## src/rtl/wb_access_sequencer.sv

```systemverilog
// wb_access_sequencer
//   Bridges one Wishbone master onto NUM_TEAMS+2 slave slots, one transaction
//   at a time. The address is decoded to a one-hot slave strobe. The request
//   is latched and held on slv_* while the target is accessed. Its ack and read
//   data are returned on wbs_ack_o/wbs_dat_o. Decode errors and timeouts answer
//   the master with 32'hDEAD_BEEF and record a fault.
//
//   Ports
//     wb_clk_i, nrst            clock, async active-low reset
//     wbs_*_i / wbs_*_o         master side request / response
//     slv_*_o                   latched request and one-hot strobe to slaves
//     slv_ack_i, slv_dat_i      per-slot ack and read data (slot n at [32n+:32])
//     err_o                     one-cycle fault pulse in the response cycle
//     fault_cnt_o, fault_adr_o  saturating fault count, address of latest fault
module wb_access_sequencer #(
    parameter int NUM_TEAMS = 1,
    parameter int TIMEOUT   = 255
) (
    input  logic                        wb_clk_i,
    input  logic                        nrst,
    input  logic                        wbs_stb_i,
    input  logic                        wbs_cyc_i,
    input  logic                        wbs_we_i,
    input  logic [3:0]                  wbs_sel_i,
    input  logic [31:0]                 wbs_dat_i,
    input  logic [31:0]                 wbs_adr_i,
    output logic                        wbs_ack_o,
    output logic [31:0]                 wbs_dat_o,
    output logic [NUM_TEAMS+1:0]        slv_stb_o,
    output logic                        slv_cyc_o,
    output logic                        slv_we_o,
    output logic [3:0]                  slv_sel_o,
    output logic [31:0]                 slv_dat_o,
    output logic [31:0]                 slv_adr_o,
    input  logic [NUM_TEAMS+1:0]        slv_ack_i,
    input  logic [32*(NUM_TEAMS+2)-1:0] slv_dat_i,
    output logic                        err_o,
    output logic [7:0]                  fault_cnt_o,
    output logic [31:0]                 fault_adr_o
);
    localparam int NS = NUM_TEAMS + 2;

    typedef enum logic [1:0] {IDLE, ACCESS, RESP} state_e;

    state_e          state_q;
    logic [7:0]      cnt_q;
    logic [NS-1:0]   stb_q;
    logic            cyc_q, we_q, ack_q, err_q;
    logic [3:0]      sel_q;
    logic [31:0]     dat_q, adr_q, rdat_q, fadr_q;
    logic [7:0]      fcnt_q;

    // Combinational decode of the incoming address into a one-hot slot strobe.
    logic [NS-1:0]   dec_stb_d;
    logic            dec_ok_d;

    always_comb begin
        dec_stb_d = '0;
        dec_ok_d  = 1'b0;
        if (wbs_adr_i[31:24] == 8'h30) begin
            if (wbs_adr_i[23:16] == 8'h00) begin
                dec_stb_d[0] = 1'b1;
                dec_ok_d     = 1'b1;
            end else if (wbs_adr_i[23:16] == 8'h01) begin
                dec_stb_d[1] = 1'b1;
                dec_ok_d     = 1'b1;
            end else begin
                for (int k = 1; k <= NUM_TEAMS; k++) begin
                    if (wbs_adr_i[23:16] == 8'(16 + k)) begin
                        dec_stb_d[1+k] = 1'b1;
                        dec_ok_d       = 1'b1;
                    end
                end
            end
        end
    end

    // Only the strobed slot may complete the access; other acks are masked off.
    logic            ack_hit;
    logic [31:0]     rd_mux;

    assign ack_hit = |(slv_ack_i & stb_q);

    always_comb begin
        rd_mux = '0;
        for (int n = 0; n < NS; n++) begin
            if (stb_q[n]) rd_mux = slv_dat_i[n*32 +: 32];
        end
    end

    always_ff @(posedge wb_clk_i or negedge nrst) begin
        if (!nrst) begin
            state_q <= IDLE;
            cnt_q   <= '0;
            stb_q   <= '0;
            cyc_q   <= 1'b0;
            we_q    <= 1'b0;
            sel_q   <= '0;
            dat_q   <= '0;
            adr_q   <= '0;
            ack_q   <= 1'b0;
            err_q   <= 1'b0;
            rdat_q  <= '0;
            fadr_q  <= '0;
            fcnt_q  <= '0;
        end else begin
            ack_q <= 1'b0;
            err_q <= 1'b0;
            case (state_q)
                IDLE: begin
                    if (wbs_stb_i && wbs_cyc_i) begin
                        we_q  <= wbs_we_i;
                        sel_q <= wbs_sel_i;
                        dat_q <= wbs_dat_i;
                        adr_q <= wbs_adr_i;
                        cnt_q <= '0;
                        if (dec_ok_d) begin
                            stb_q   <= dec_stb_d;
                            cyc_q   <= 1'b1;
                            state_q <= ACCESS;
                        end else begin
                            ack_q   <= 1'b1;
                            err_q   <= 1'b1;
                            rdat_q  <= 32'hDEAD_BEEF;
                            fadr_q  <= wbs_adr_i;
                            fcnt_q  <= (fcnt_q == 8'hFF) ? fcnt_q : fcnt_q + 8'd1;
                            state_q <= RESP;
                        end
                    end
                end
                ACCESS: begin
                    // Master abandoning the cycle takes precedence over everything.
                    if (!wbs_cyc_i) begin
                        stb_q   <= '0;
                        cyc_q   <= 1'b0;
                        state_q <= IDLE;
                    end else if (ack_hit) begin
                        stb_q   <= '0;
                        cyc_q   <= 1'b0;
                        ack_q   <= 1'b1;
                        rdat_q  <= we_q ? 32'h0 : rd_mux;
                        state_q <= RESP;
                    end else if (cnt_q == 8'(TIMEOUT - 1)) begin
                        stb_q   <= '0;
                        cyc_q   <= 1'b0;
                        ack_q   <= 1'b1;
                        err_q   <= 1'b1;
                        rdat_q  <= 32'hDEAD_BEEF;
                        fadr_q  <= adr_q;
                        fcnt_q  <= (fcnt_q == 8'hFF) ? fcnt_q : fcnt_q + 8'd1;
                        state_q <= RESP;
                    end else begin
                        cnt_q <= cnt_q + 8'd1;
                    end
                end
                RESP: begin
                    state_q <= IDLE;
                end
                default: state_q <= IDLE;
            endcase
        end
    end

    assign wbs_ack_o   = ack_q;
    assign wbs_dat_o   = rdat_q;
    assign slv_stb_o   = stb_q;
    assign slv_cyc_o   = cyc_q;
    assign slv_we_o    = we_q;
    assign slv_sel_o   = sel_q;
    assign slv_dat_o   = dat_q;
    assign slv_adr_o   = {16'h0, adr_q[15:0]};
    assign err_o       = err_q;
    assign fault_cnt_o = fcnt_q;
    assign fault_adr_o = fadr_q;

endmodule

```

## config.mk

```make
export PLATFORM = sky130hd
export DESIGN_NAME = wb_access_sequencer
export DESIGN_NICKNAME = d
export VERILOG_FILES = /design/src/rtl/wb_access_sequencer.sv
export SDC_FILE = /design/constraint.sdc
export NUM_CORES = 1
export LEC_CHECK = 0
export ABC_AREA = 1
export CAP_MARGIN = 0
export CORE_MARGIN = 4
export CORE_UTILIZATION = 44
export DETAILED_ROUTE_END_ITERATION = 10
export GPL_TIMING_DRIVEN = 0
export PLACE_DENSITY = 0.83
export SLEW_MARGIN = 20
export SYNTH_ARGS = -nofsm -noshare
export SYNTH_HDL_FRONTEND = slang
export SYNTH_SLANG_ARGS = --single-unit
```

## constraint.sdc

```tcl
create_clock -name wb_clk_i -period 2.2 [get_ports wb_clk_i]
set_input_delay 0.55 -clock wb_clk_i [delete_from_list [all_inputs] [get_ports wb_clk_i]]
set_output_delay 0.55 -clock wb_clk_i [all_outputs]
set_load 0.02 [all_outputs]
```

==> out/results.tsv, run 1 <==
stage	metric	value	unit
final_layout	Final Instance Count excl. Fillers	1644	
placed_design	GP Congestion	0.906	
critical_path	Reg2Reg Depth	11	
placed_design	dpl hpwl	21.3	mm
global_route	wire length of the first global-routing pass	42.3	mm
logic_synthesis	YS warnings	0	
logic_synthesis	Synth cell types	30	
pwr	maximum vdd drop	0.000714	V
final_layout	antenna diode count	0	
die	die area	20600	um^2
logic_synthesis	Synth Area in XOR/XNOR	0.757	%
critical_path	r2r endpoint	wbs_dat_o[17]$_DFFE_PN0P_	
die	initial core utilization	44.9	%
sta	Worst-Margin Slew	0.561	ns
critical_path	slowest cell delay on critical path	0.67	ns
sta	Peak Freq	468	MHz
sta	setup violators final	0	
logic_synthesis	most frequent cell after synthesis	nand2_1	
sta	Clock Skews	0.00779	ns
sta	Slew Limit Headroom	62.6	%
clock_tree	CTS tree	yes	
critical_path	CP Cell Sequence	clkdlybuf4s50_1	
critical_path	Setup crit end kind	output pin	
placed_design	Cells after DPL	1610	
logic_synthesis	Post-Syn Area	8100	um^2
pwr	Power Dens Cells	1250	nW/um^2
clock_tree	clk sinks	157	
critical_path	worst setup path category	reg -> out	
pwr	total power draw	0.0153	W
drt	vias per cell	5.23	
critical_path	Slowest-stage cell, CP	clkdlybuf4s50_1	
logic_synthesis	Synth Area in Simple Gates	31.4	%
logic_synthesis	main combinational cell family by area after synthesis	simple AND/OR/NAND/NOR gates	
logic_synthesis	Post-Synth Adder-Cell Area	0.463	%
sta	TNS Setup	0	ns
global_route	initial antenna violation count	0	
placed_design	Place WS	-0.560	ns
global_route	Overflow after GRT	0	
logic_synthesis	Synth Register Bits	157	
drt	final wirelength	27.9	mm
sta	fraction of the cycle the final worst path needs	97.2	%
die	Die Width	144	um
drt	DR iter-0 viols	633	
die	die height	144	um
logic_synthesis	register area share after synthesis	48.5	%
logic_synthesis	Mapped Cells	1062	
critical_path	R2R Setup Slk	0.16	ns
flow_run	max_cap viols	0	
outcome	status	finished, final reports clean	
critical_path	Worst setup SP type	flip-flop	
global_route	vias in the first global route	8163	
logic_synthesis	post-synthesis mux area share	0	%
clock_tree	total CTS buffers	17	
critical_path	WP buf/inv	1	
clock_tree	worst-case clock buffer depth	2	
logic_synthesis	average cell area after synthesis	7.63	um^2
pwr	cell leakage power	5.78	nW
logic_synthesis	Synth area leader	dfrtp_1	
logic_synthesis	Post-synth top flop	dfrtp_1	
critical_path	CP arrival	1.59	ns
drt	drt wl/cell	17.0	um
drt	drt drc	0	
final_layout	Final #Nets	1577	
drt	via count of the routed design	8591	
critical_path	Reg2Reg Launch Point	cnt_q[0]$_DFFE_PN0P_	
sta	final hold violations	0	
placed_design	IO buf count	302	
final_layout	area added between synthesis and finish	50.5	%
sta	final-report max-slew violation count	0	
global_route	pin count of the biggest net entering global routing	72	
clock_tree	clk slew on worst S/H paths	0.06	ns
global_route	Total GRT Usage	26.2	%
critical_path	Crit. path cell count	1	
logic_synthesis	top-area cell type share of the netlist area	48.5	%
worst_hold_path	min-delay worst type	reg -> reg	
die	I/O pins	319	
drt	Routed Antenna Nets	0	
critical_path	CP Max Fanout	7	
sta	Tmin final	2.14	ns
die	site row count	49	
final_layout	layout cells sized above 1	8.83	%
clock_tree	H-tree Lvls	4	
critical_path	CP delay by family, top	buffers and inverters	
logic_synthesis	Synth area leaders	dfrtp_1 49%, nand2_1 20%, nand4_1 6.1%	
critical_path	critical path endpoint	fault_cnt_o[5]	
critical_path	Critical path origin	fault_cnt_o[5]$_DFFE_PN0P_	
die	Core Box Area	18000	um^2
critical_path	WP data required	1.65	ns
logic_synthesis	Commonest cells post-synth	425 x nand2_1, 157 x dfrtp_1, 79 x nand4_1	
logic_synthesis	compound-cell area share of the yosys netlist	9.21	%
logic_synthesis	async set-or-reset flop fraction in the synthesized netlist	100	%
sta	crit path setup slack, layout	0.0619	ns
logic_synthesis	Post-synth EDFFs	0	
clock_tree	clk root buf	clkbuf_16	
clock_tree	Worst-Skew Late Latency	0.42	ns
drt	Pre-Repair DR Iteration Count	5	
[through the flow]
| step | hold WS, ns | util, % | instance area [um^2] |
|---|---|---|---|
| after global placement | 0.453 | 63.6 | 11500 |
| after CTS | 0.473 | 67.3 | 12100 |
| after floorplan | 0.254 | - | 8160 |
| after detailed placement | 0.425 | 63.9 | 11500 |
| after global routing | 0.481 | 67.6 | 12200 |
| final | 0.470 | 67.6 | 12200 |
[area by class of cell]
cell class / instances / area [um^2]
Buffer: 105 / 587
Sequential cell: 157 / 3930
Multi-Input combinational cell: 757 / 3490
Inverter: 58 / 220
Tap cell: 229 / 287
Timing Repair Buffer: 306 / 3100
Fill cell: 1446 / 5830
Clock inverter: 12 / 138
Clock buffer: 20 / 447
[cell families after synthesis]
| group | after synthesis |
|---|---|
| AO/OA/AOI/OAI | 136 |
| XOR/XNOR | 7 |
| adder cells (fa/ha/maj) | 3 |
| buffers and inverters | 163 |
| flip-flops | 157 |
| other | 1 |
| AND/OR/NAND/NOR | 595 |
[how the worst min path moves through the flow]
stage,from,endpoint,slack [ns],depth (start not counted)
2_1_floorplan,nrst,adr_q[0]$_DFFE_PN0P_,0.25,0
3_3_place_gp,wbs_dat_o[26]$_DFFE_PN0P_,wbs_dat_o[26]$_DFFE_PN0P_,0.45,2
3_5_place_dp,nrst,fault_cnt_o[1]$_DFFE_PN0P_,0.42,1
4_1_cts,slv_dat_o[2]$_DFFE_PN0P_,slv_dat_o[2]$_DFFE_PN0P_,0.47,2
5_1_grt,slv_dat_o[2]$_DFFE_PN0P_,slv_dat_o[2]$_DFFE_PN0P_,0.48,2
6_report,slv_dat_o[2]$_DFFE_PN0P_,slv_dat_o[2]$_DFFE_PN0P_,0.47,2
[sequential cells by signal, indices dropped and copies added (netlist names)]
name         flops
slv_we_o         1
err_o            1
wbs_dat_o       32
fault_cnt_o      8
slv_stb_o        3
state_q          2
wbs_ack_o        1
slv_cyc_o        1
slv_sel_o        4
adr_q           32
fault_adr_o     32
slv_dat_o       32
cnt_q            8
[timing repair]
action | in CTS | in global routing
buffers inserted | 0 | 1
setup endpoints to repair | 15 | 101
cloned | 0 | 0
pin swaps | 0 | 1
hold buffers | 1 | 0
gates resized for setup | 3 | 26
hold endpoints to repair | 30 | 0
[power by group]
part	switching [W]	total, W	internal (W)
clock	0.00122	0.00294	0.00171
combinational	0.00425	0.00747	0.00322
sequential	0.000746	0.00485	0.00411
total	0.00622	0.0153	0.00904
[per-layer routing]
layer | vias up | global-route usage (%) | share of wire [%]
met5 | - | 0 | 0
met4 | 0 | 11.3 | 3.7
met3 | 66 | 7.75 | 9.6
met2 | 391 | 44.5 | 49
met1 | 4028 | 31.0 | 38
li1 | 4106 | - | -
[cell usage in the layout (no fill, tap or decap), drive strengths merged]
master,n
a21oi,32
buf,70
bufinv,2
clkbuf,59
clkdlybuf4s50,301
clkinv,4
clkinvlp,4
conb,16
dfrtp,157
dlygate4sd3,1
ha,3
inv,60
nand2,428
nand3,54
nand3b,1
nand4,79
nor2,29
nor3,3
o211ai,24
o21ai,79
o22ai,1
or2,1
xnor2,2
xor2,5
Note: power is estimated with default switching activity, not from simulation.
==> run 2, diff against run 1 <==
Settings changed: SLEW_MARGIN 20 to 10.
==> run 2 against run 1 <==
Effect of this change:
- cell area shrank 0.59%
- sequential share of layout area increased by 0.19 points
- via count down 0.47%
- utilization is 0.40 points lower
- wire length down 0.42%
- global-route usage fell by 0.26 points
- maximum frequency increased by 0.40%
- first-iteration DRC count is 4.6% lower
- clock-buffer cell count fell by 1
- non-clock buffer count decreased by 3
==> out/results.tsv, run 2 (synthesis results as in run 1) <==
stage	metric	value	unit	change
placed_design	dpl hpwl	21.1	mm	-0.75%
global_route	Overflow after GRT	0		unchanged
placed_design	IO buf count	302		unchanged
pwr	total power draw	0.0152	W	-0.55%
critical_path	WP buf/inv	4		+3
sta	final hold violations	0		unchanged
critical_path	critical path endpoint	fault_adr_o[27]$_DFFE_PN0P_		
critical_path	CP arrival	2.44	ns	+0.85 ns
drt	Pre-Repair DR Iteration Count	5		unchanged
final_layout	area added between synthesis and finish	49.6	%	
critical_path	Slowest-stage cell, CP	clkdlybuf4s50_1		
die	I/O pins	319		unchanged
die	initial core utilization	44.9	%	unchanged
die	Core Box Area	18000	um^2	unchanged
critical_path	slowest cell delay on critical path	0.41	ns	-0.26 ns
critical_path	Critical path origin	wbs_adr_i[19]		
pwr	maximum vdd drop	0.000727	V	+1.8%
sta	final-report max-slew violation count	0		unchanged
flow_run	max_cap viols	0		unchanged
final_layout	Final #Nets	1574		-0.19%
sta	Peak Freq	470	MHz	+0.40%
sta	setup violators final	0		unchanged
global_route	initial antenna violation count	0		unchanged
drt	drt drc	0		unchanged
final_layout	antenna diode count	0		unchanged
clock_tree	postcts setup bufs	0		unchanged
placed_design	Place WS	-0.570	ns	-0.0101 ns
critical_path	R2R Setup Slk	0.14	ns	-0.02 ns
global_route	Total GRT Usage	26.0	%	-0.26 points
final_layout	most frequent cells in the layout	424 x nand2_1, 301 x clkdlybuf4s50_1, 157 x dfrtp_1, 79 x nand4_1, 66 x o21ai_0		
global_route	vias in the first global route	8131		-0.39%
sta	TNS Setup	0	ns	unchanged
worst_hold_path	min-delay worst type	in -> async		
clock_tree	total CTS buffers	17		unchanged
clock_tree	clk sinks	157		unchanged
critical_path	CP delay by family, top	buffers and inverters		
clock_tree	CTS tree	yes		
clock_tree	worst-case clock buffer depth	2		unchanged
critical_path	CP Cell Sequence	clkdlybuf4s50_1, inv_1, nand2_1, nor2_1, nand2_1, nand3_1, nand3_2, buf_2, clkbuf_4, nand4_1, nand2_1		
drt	final wirelength	27.8	mm	-0.42%
critical_path	Crit. path cell count	11		+10
die	site row count	49		unchanged
critical_path	worst setup path category	in -> reg		
clock_tree	clk slew on worst S/H paths	0.06	ns	about the same
global_route	wire length of the first global-routing pass	42.0	mm	-0.67%
drt	drt wl/cell	16.9	um	-0.23%
critical_path	WP data required	2.51	ns	+0.86 ns
final_layout	Multi-input gate area	3480	um^2	-0.14%
placed_design	Cells after DPL	1609		-0.062%
pwr	cell leakage power	5.75	nW	-0.39%
final_layout	FF+latch area	3930	um^2	unchanged
clock_tree	H-tree Lvls	4		unchanged
die	die height	144	um	unchanged
die	die area	20600	um^2	unchanged
final_layout	FILL cells	1475		+2.0%
die	Die Width	144	um	unchanged
clock_tree	clk root buf	clkbuf_16		
drt	via count of the routed design	8551		-0.47%
drt	vias per cell	5.21		-0.28%
final_layout	most common cell after layout, fill and taps aside	nand2_1		
clock_tree	Worst-Skew Late Latency	0.42	ns	about the same
sta	Clock Skews	0.00947	ns	+0.00168 ns
final_layout	layout cells sized above 1	8.57	%	-0.26 points
sta	Slew Limit Headroom	59.8	%	-2.8 points
critical_path	CP Max Fanout	10		+3
critical_path	most used cell, CP	nand2_1		
critical_path	r2r endpoint	wbs_dat_o[4]$_DFFE_PN0P_		
final_layout	Final Instance Count excl. Fillers	1641		-0.18%
global_route	pin count of the biggest net entering global routing	112		+56%
sta	Worst-Margin Slew	0.604	ns	+0.0423 ns
critical_path	Worst setup SP type	input pin		
critical_path	Reg2Reg Depth	9		-2
drt	Routed Antenna Nets	0		unchanged
critical_path	Reg2Reg Launch Point	slv_stb_o[1]$_DFFE_PN0P_		
final_layout	utilization after layout	67.2	%	-0.40 points
placed_design	GP Congestion	0.906		unchanged
drt	DR iter-0 viols	604		-4.6%
critical_path	Setup crit end kind	flip-flop		
clock_tree	hold-fix buffers at CTS	0		-1
sta	Tmin final	2.13	ns	-0.00845 ns
sta	crit path setup slack, layout	0.0703	ns	+0.00845 ns
outcome	status	finished, final reports clean		
sta	fraction of the cycle the final worst path needs	96.8	%	-0.38 points
pwr	Power Dens Cells	1250	nW/um^2	about the same
==> run 2: through the flow <==
stage               hold WS [ns]  instance area, um^2
floorplan                  0.254                 8160
global placement           0.453                11500
detailed placement         0.457                11500
CTS                       0.0239                12100
global route              0.0419                12100
finish                    0.0174                12100
==> run 2: worst min-delay path by stage <==
stage                              start  slack [ns]                         end
3_3_place_gp   wbs_dat_o[26]$_DFFE_PN0P_        0.45   wbs_dat_o[26]$_DFFE_PN0P_
2_1_floorplan                       nrst        0.25        adr_q[0]$_DFFE_PN0P_
6_report                            nrst        0.02  fault_cnt_o[5]$_DFFE_PN0P_
4_1_cts                             nrst        0.02  fault_cnt_o[5]$_DFFE_PN0P_
5_1_grt                             nrst        0.04  fault_adr_o[9]$_DFFE_PN0P_
3_5_place_dp   wbs_dat_o[16]$_DFFE_PN0P_        0.46   wbs_dat_o[16]$_DFFE_PN0P_
==> run 2: cell type report <==
| class | instances | area share (%) |
|---|---|---|
| plain buffers | 105 | 4.78 |
| clock buffers | 19 | 3.57 |
| clock inverters | 13 | 1.15 |
| inverters | 58 | 1.80 |
| multi-input cells | 757 | 28.7 |
| flip-flops and latches | 157 | 32.4 |
| well taps | 229 | 2.36 |
| repair buffers | 303 | 25.2 |
==> run 2: report_power, final <==
| group | total (W) | internal [W] | switching [W] |
|---|---|---|---|
| logic | 0.00742 | 0.00320 | 0.00422 |
| clock network | 0.00288 | 0.00168 | 0.00120 |
| registers | 0.00487 | 0.00411 | 0.000765 |
| total | 0.0152 | 0.00898 | 0.00619 |
==> run 2: repair_timing <==
item,in CTS,in global routing
pin swaps,0,1
gates resized for setup,2,19
endpoints found under the setup margin,20,81
==> run 2: per-layer routing <==
metal	GRT usage [%]	part of all wire [%]	up-vias
met3	7.35	9.4	45
met2	45.5	50	383
li1	-	-	4102
met4	9.46	2.7	0
met5	0	0	-
met1	30.4	38	4021
==> RTL change 1, RTL diff (flow settings as in run 2) <==
Reset style: synchronous (`nrst`), changed in one clocked block. Comments in the files are not updated.
--- a/src/rtl/wb_access_sequencer.sv
+++ b/src/rtl/wb_access_sequencer.sv
@@ -90,3 +90,3 @@
 
-    always_ff @(posedge wb_clk_i or negedge nrst) begin
+    always_ff @(posedge wb_clk_i) begin
         if (!nrst) begin
Function: differs if nrst is asserted again (counterexample within 4 cycles, from zero or initial values and one cycle with nrst low); with nrst held inactive, the same outputs for 4 cycles.
==> RTL change 1 against run 2 <==
Sequential share of layout area shrank 4.7 points. Wire length fell by 6.2%. Final cell count is 1.6% higher. Design area is 6.5% lower. Via count is 1.8% lower. Area after synthesis decreased by 8.6%. Sequential cell count did not move. Setup slack better by 63 ps. Non-clock buffer count fell by 3. Highest routed layer unchanged.
Power is not compared: it rests on default switching activity, and its combinational part moved more than twofold at a synthesized area within 25%.
==> RTL change 1: results (changes against run 2) <==
- Status: finished clean (unchanged)
- Hold Path Class: reg -> reg (was in -> async)
- Most area-consuming cells after synthesis: dfxtp_1, nor2_1, o21ai_0 (was dfrtp_1, nand2_1, nand4_1)
- Post_cts resized: 0 (was 2)
- Sequential share of the synthesized area: 42.45% (was 48.50%)
- Routed met1 length: 10.14 mm (was 10.55 mm)
- Worst Setup EP: slv_adr_o[14] (was fault_adr_o[27])
- Pre-CTS setup slack: -406.4 ps (was -569.8 ps)
- Period utilization: 93.96% (was 96.80%)
- Critical Path Source: adr_q[14] (was wbs_adr_i[19])
- Worst r2r src: slv_stb_o[1] (unchanged)
- Placed insts: 1,634 (was 1,609)
- Post-Route Skew: 11.45 ps (was 9.469 ps)
- Placed inst area: 10,760 sq um (was 11,500 sq um)
- Via Count: 8,401 (was 8,551)
- Asr flop ratio synth: 0% (was 100.0%)
- Drt initial violations: 519 (was 604)
- Max FO, Critical Path: 3 (was 10)
- Total track usage: 26.07% (was 25.96%)
- WL met2: 12.45 mm (was 13.86 mm)
- Largest net degree at the start of global routing: 17 (was 112)
- R2R Path End: wbs_dat_o[16] (was wbs_dat_o[4])
- Max incr delay on CP: 610 ps (was 410 ps)
- Vias in the first global route: 7,651 (was 8,131)
- # fillers: 1,427 (was 1,475)
- Post-DR wirelength/cell: 15.63 um (was 16.91 um)
- R2R setup slack: 180 ps (was 140 ps)
- Distinct cells, synth: 31 (was 30)
- Most frequent cells after synthesis: nor2_1, o21ai_0, nand2_1, dfxtp_1, a21oi_1 (was nand2_1, dfrtp_1, nand4_1, o21ai_0)
- Cells after Synth: 1,097 (was 1,062)
- Main flop type after synthesis: dfxtp_1 (was dfrtp_1)
- Hpwl dp: 19.87 mm (was 21.10 mm)
- Wirelength, routed: 26.05 mm (was 27.76 mm)
RTL change 1: cells by family (layout without fill, tap and decap cells):
logic type | after synthesis | in the layout | share of synthesized area, %
compound gates | 265 | 265 | 18.35
simple gates | 516 | 516 | 28.30
flops | 157 | 157 | 42.45
fa+ha+maj | 3 | 3 | 0.5070
buf+inv | 155 | 489 | 10.34
other cells | 1 | 17 | 0.05064
RTL change 1: routing by layer:
layer / up-vias / global-route usage, %
met5: - / 0
met1: 3844 / 30.61
met4: 0 / 11.53
met2: 326 / 43.49
met3: 60 / 8.400
li1: 4171 / -
RTL change 1: area by class of cell:
type | instances | area [sq um] | share of cell area [%]
Antenna cell | 1 | 2.502 | 0.02208
Buffer | 103 | 573.1 | 5.055
Clock buffer | 19 | 442.9 | 3.907
Clock inverter | 13 | 116.4 | 1.026
Inverter | 52 | 197.7 | 1.744
Multi-Input combinational cell | 800 | 3560 | 31.40
Sequential cell | 157 | 3143 | 27.73
Tap cell | 220 | 275.3 | 2.428
Timing Repair Buffer | 302 | 3025 | 26.69
==> RTL change 2, RTL diff (flow settings as in run 2) <==
Made on the original files. Change the parameter `NUM_TEAMS` from 1 to 2.
--- a/src/rtl/wb_access_sequencer.sv
+++ b/src/rtl/wb_access_sequencer.sv
@@ -15,3 +15,3 @@
 module wb_access_sequencer #(
-    parameter int NUM_TEAMS = 1,
+    parameter int NUM_TEAMS = 2,
     parameter int TIMEOUT   = 255
Interface: changed (resized slv_ack_i, slv_dat_i and slv_stb_o); port bits go from 319 to 353. The function was not compared with the original's and may differ.
==> RTL change 2 against run 2 <==
Setup slack worse by 19 ps. Design area up 8.1%. Register-to-register slack improved by 180 ps. Global-route usage up 1.9 points. Clock skew up 1.3 ps. Highest routed layer unchanged. Final cell count up 12%. Sequential cell count grew 1. Wire length increased by 14%. Area after synthesis up 8.2%.
Power is not compared: it rests on default switching activity, and its combinational part moved more than twofold at a synthesized area within 25%.
==> RTL change 2: results (changes against run 2) <==
- Status: finished clean (unchanged)
- Max FO, Critical Path: 4 (was 10)
- Reg2Reg Depth: 12 (was 9)
- Most area-consuming cells after synthesis: dfrtp_1, nand2_1, o21ai_0 (was dfrtp_1, nand2_1, nand4_1)
- CP top delay family: buffers and inverters (unchanged)
- Antenna violations before repair: 1 (was 0)
- I/O Buffers: 336 (was 302)
- Most frequent cells after synthesis: nand2_1, dfrtp_1, o21ai_0, inv_1, nand4_1 (was nand2_1, dfrtp_1, nand4_1, o21ai_0)
- GP Congestion: 0.9715 (was 0.9062)
- Mean Syn Cell Area: 7.354 sq um (was 7.627 sq um)
- Layout cells sized above 1: 9.137% (was 8.569%)
- Clk buf depth: 2 (unchanged)
- R2R Path End: fault_adr_o[22] (was wbs_dat_o[4])
- Vias in the first global route: 9,154 (was 8,131)
- Critical Path AT: 1600 ps (was 2440 ps)
- Critical Path Source: slv_stb_o[3] (was wbs_adr_i[19])
- Hpwl dp: 24.73 mm (was 21.10 mm)
- Worst-skew pair later-pin latency: 430 ps
- Actual slew at the worst max-slew pin: 601.6 ps (was 603.7 ps)
- Nets: 1,771 (was 1,574)
- Pre-antenna DRT Iters: 6 (was 5)
- Synth warnings: 0 (unchanged)
- R2R setup slack: 320 ps (was 140 ps)
- Sequential share of the synthesized area: 45.10% (was 48.50%)
- Total track usage: 27.84% (was 25.96%)
- Distinct cells, synth: 34 (was 30)
- Largest net degree at the start of global routing: 104 (was 112)
- Placed inst area: 12,550 sq um (was 11,500 sq um)
- Drt initial violations: 531 (was 604)
- CTS buffer count: 17 (unchanged)
- First-pass GRT wire length: 48.29 mm (was 42.00 mm)
- Worst r2r src: cnt_q[0] (was slv_stb_o[1])
- Worst Setup EP: slv_stb_o[3] (was fault_adr_o[27])
- Wirelength, routed: 31.51 mm (was 27.76 mm)
- Max incr delay on CP: 680 ps (was 410 ps)
- Post-DR wirelength/cell: 17.11 um (was 16.91 um)
- Post-Route Skew: 10.78 ps (was 9.469 ps)
- Clk root buf: clkbuf_16 (unchanged)
- Via Count: 9,404 (was 8,551)
RTL change 2: power breakdown:
| group | internal [uW] | switching, uW |
|---|---|---|
| Clock | 1490 | 1320 |
| Combinational | 1210 | 1230 |
| Sequential | 3290 | 259 |
| Total | 5990 | 2810 |
RTL change 2: worst min-delay path by stage:
stage / slack [ps] / end / start / cells past startpoint
3_3_place_gp: 450 / slv_dat_o[8] / slv_dat_o[8] / 2
5_1_grt: 40 / fault_adr_o[29] / nrst / 1
6_report: 30 / slv_dat_o[1] / nrst / 1
3_5_place_dp: 460 / slv_sel_o[2] / slv_sel_o[2] / 2
2_1_floorplan: 250 / adr_q[0] / nrst / 0
4_1_cts: 40 / fault_adr_o[29] / nrst / 1
RTL change 2: cell families after synthesis:
family                   share of synthesized area [%]
AO/OA/AOI/OAI                                    10.95
XOR/XNOR                                        0.8993
adder cells (fa/ha/maj)                         0.4283
buffers and inverters                            11.48
flip-flops                                       45.10
other                                          0.04278
AND/OR/NAND/NOR                                  31.10
RTL change 2: layout make-up:
cell class                      instances  area, sq um
Sequential cell                       158         3954
Clock inverter                         14        121.4
Fill cell                            1619         6419
Multi-Input combinational cell        852         3867
Clock buffer                           18        429.2
Tap cell                              265        331.6
Antenna cell                            1        2.502
Inverter                               87        326.6
Buffer                                110        679.4
Timing Repair Buffer                  337         3396
RTL change 2: what timing repair did:
item / CTS / global route
gates resized for setup: 0 / 1
endpoints found under the setup margin: 0 / 35
endpoints found under the hold margin: 0 / 0
RTL change 2: layer usage:
metal | vias up | wire (um) | GRT usage, %
met3 | 67 | 2809 | 7.384
met2 | 431 | 15410 | 46.57
met1 | 4390 | 12240 | 34.92
li1 | 4516 | - | -
met5 | - | 0 | 0
met4 | 0 | 1045 | 9.886
RTL change 2: per-stage QoR:
stage                     setup TNS (ps)  worst slack, ps  power (uW)  hold slack (ps)  utilization, %
after CTS                              0            37.13        8825            40.30           67.09
after floorplan                        0            559.7        4640            254.4               -
after global routing                   0            20.88        9175            40.08           67.13
after global placement           -950040            -5846        5961            452.6           64.10
final                                  0            51.36        8793            34.76           67.13
after detailed placement          -32340           -373.1        6030            457.5           64.27
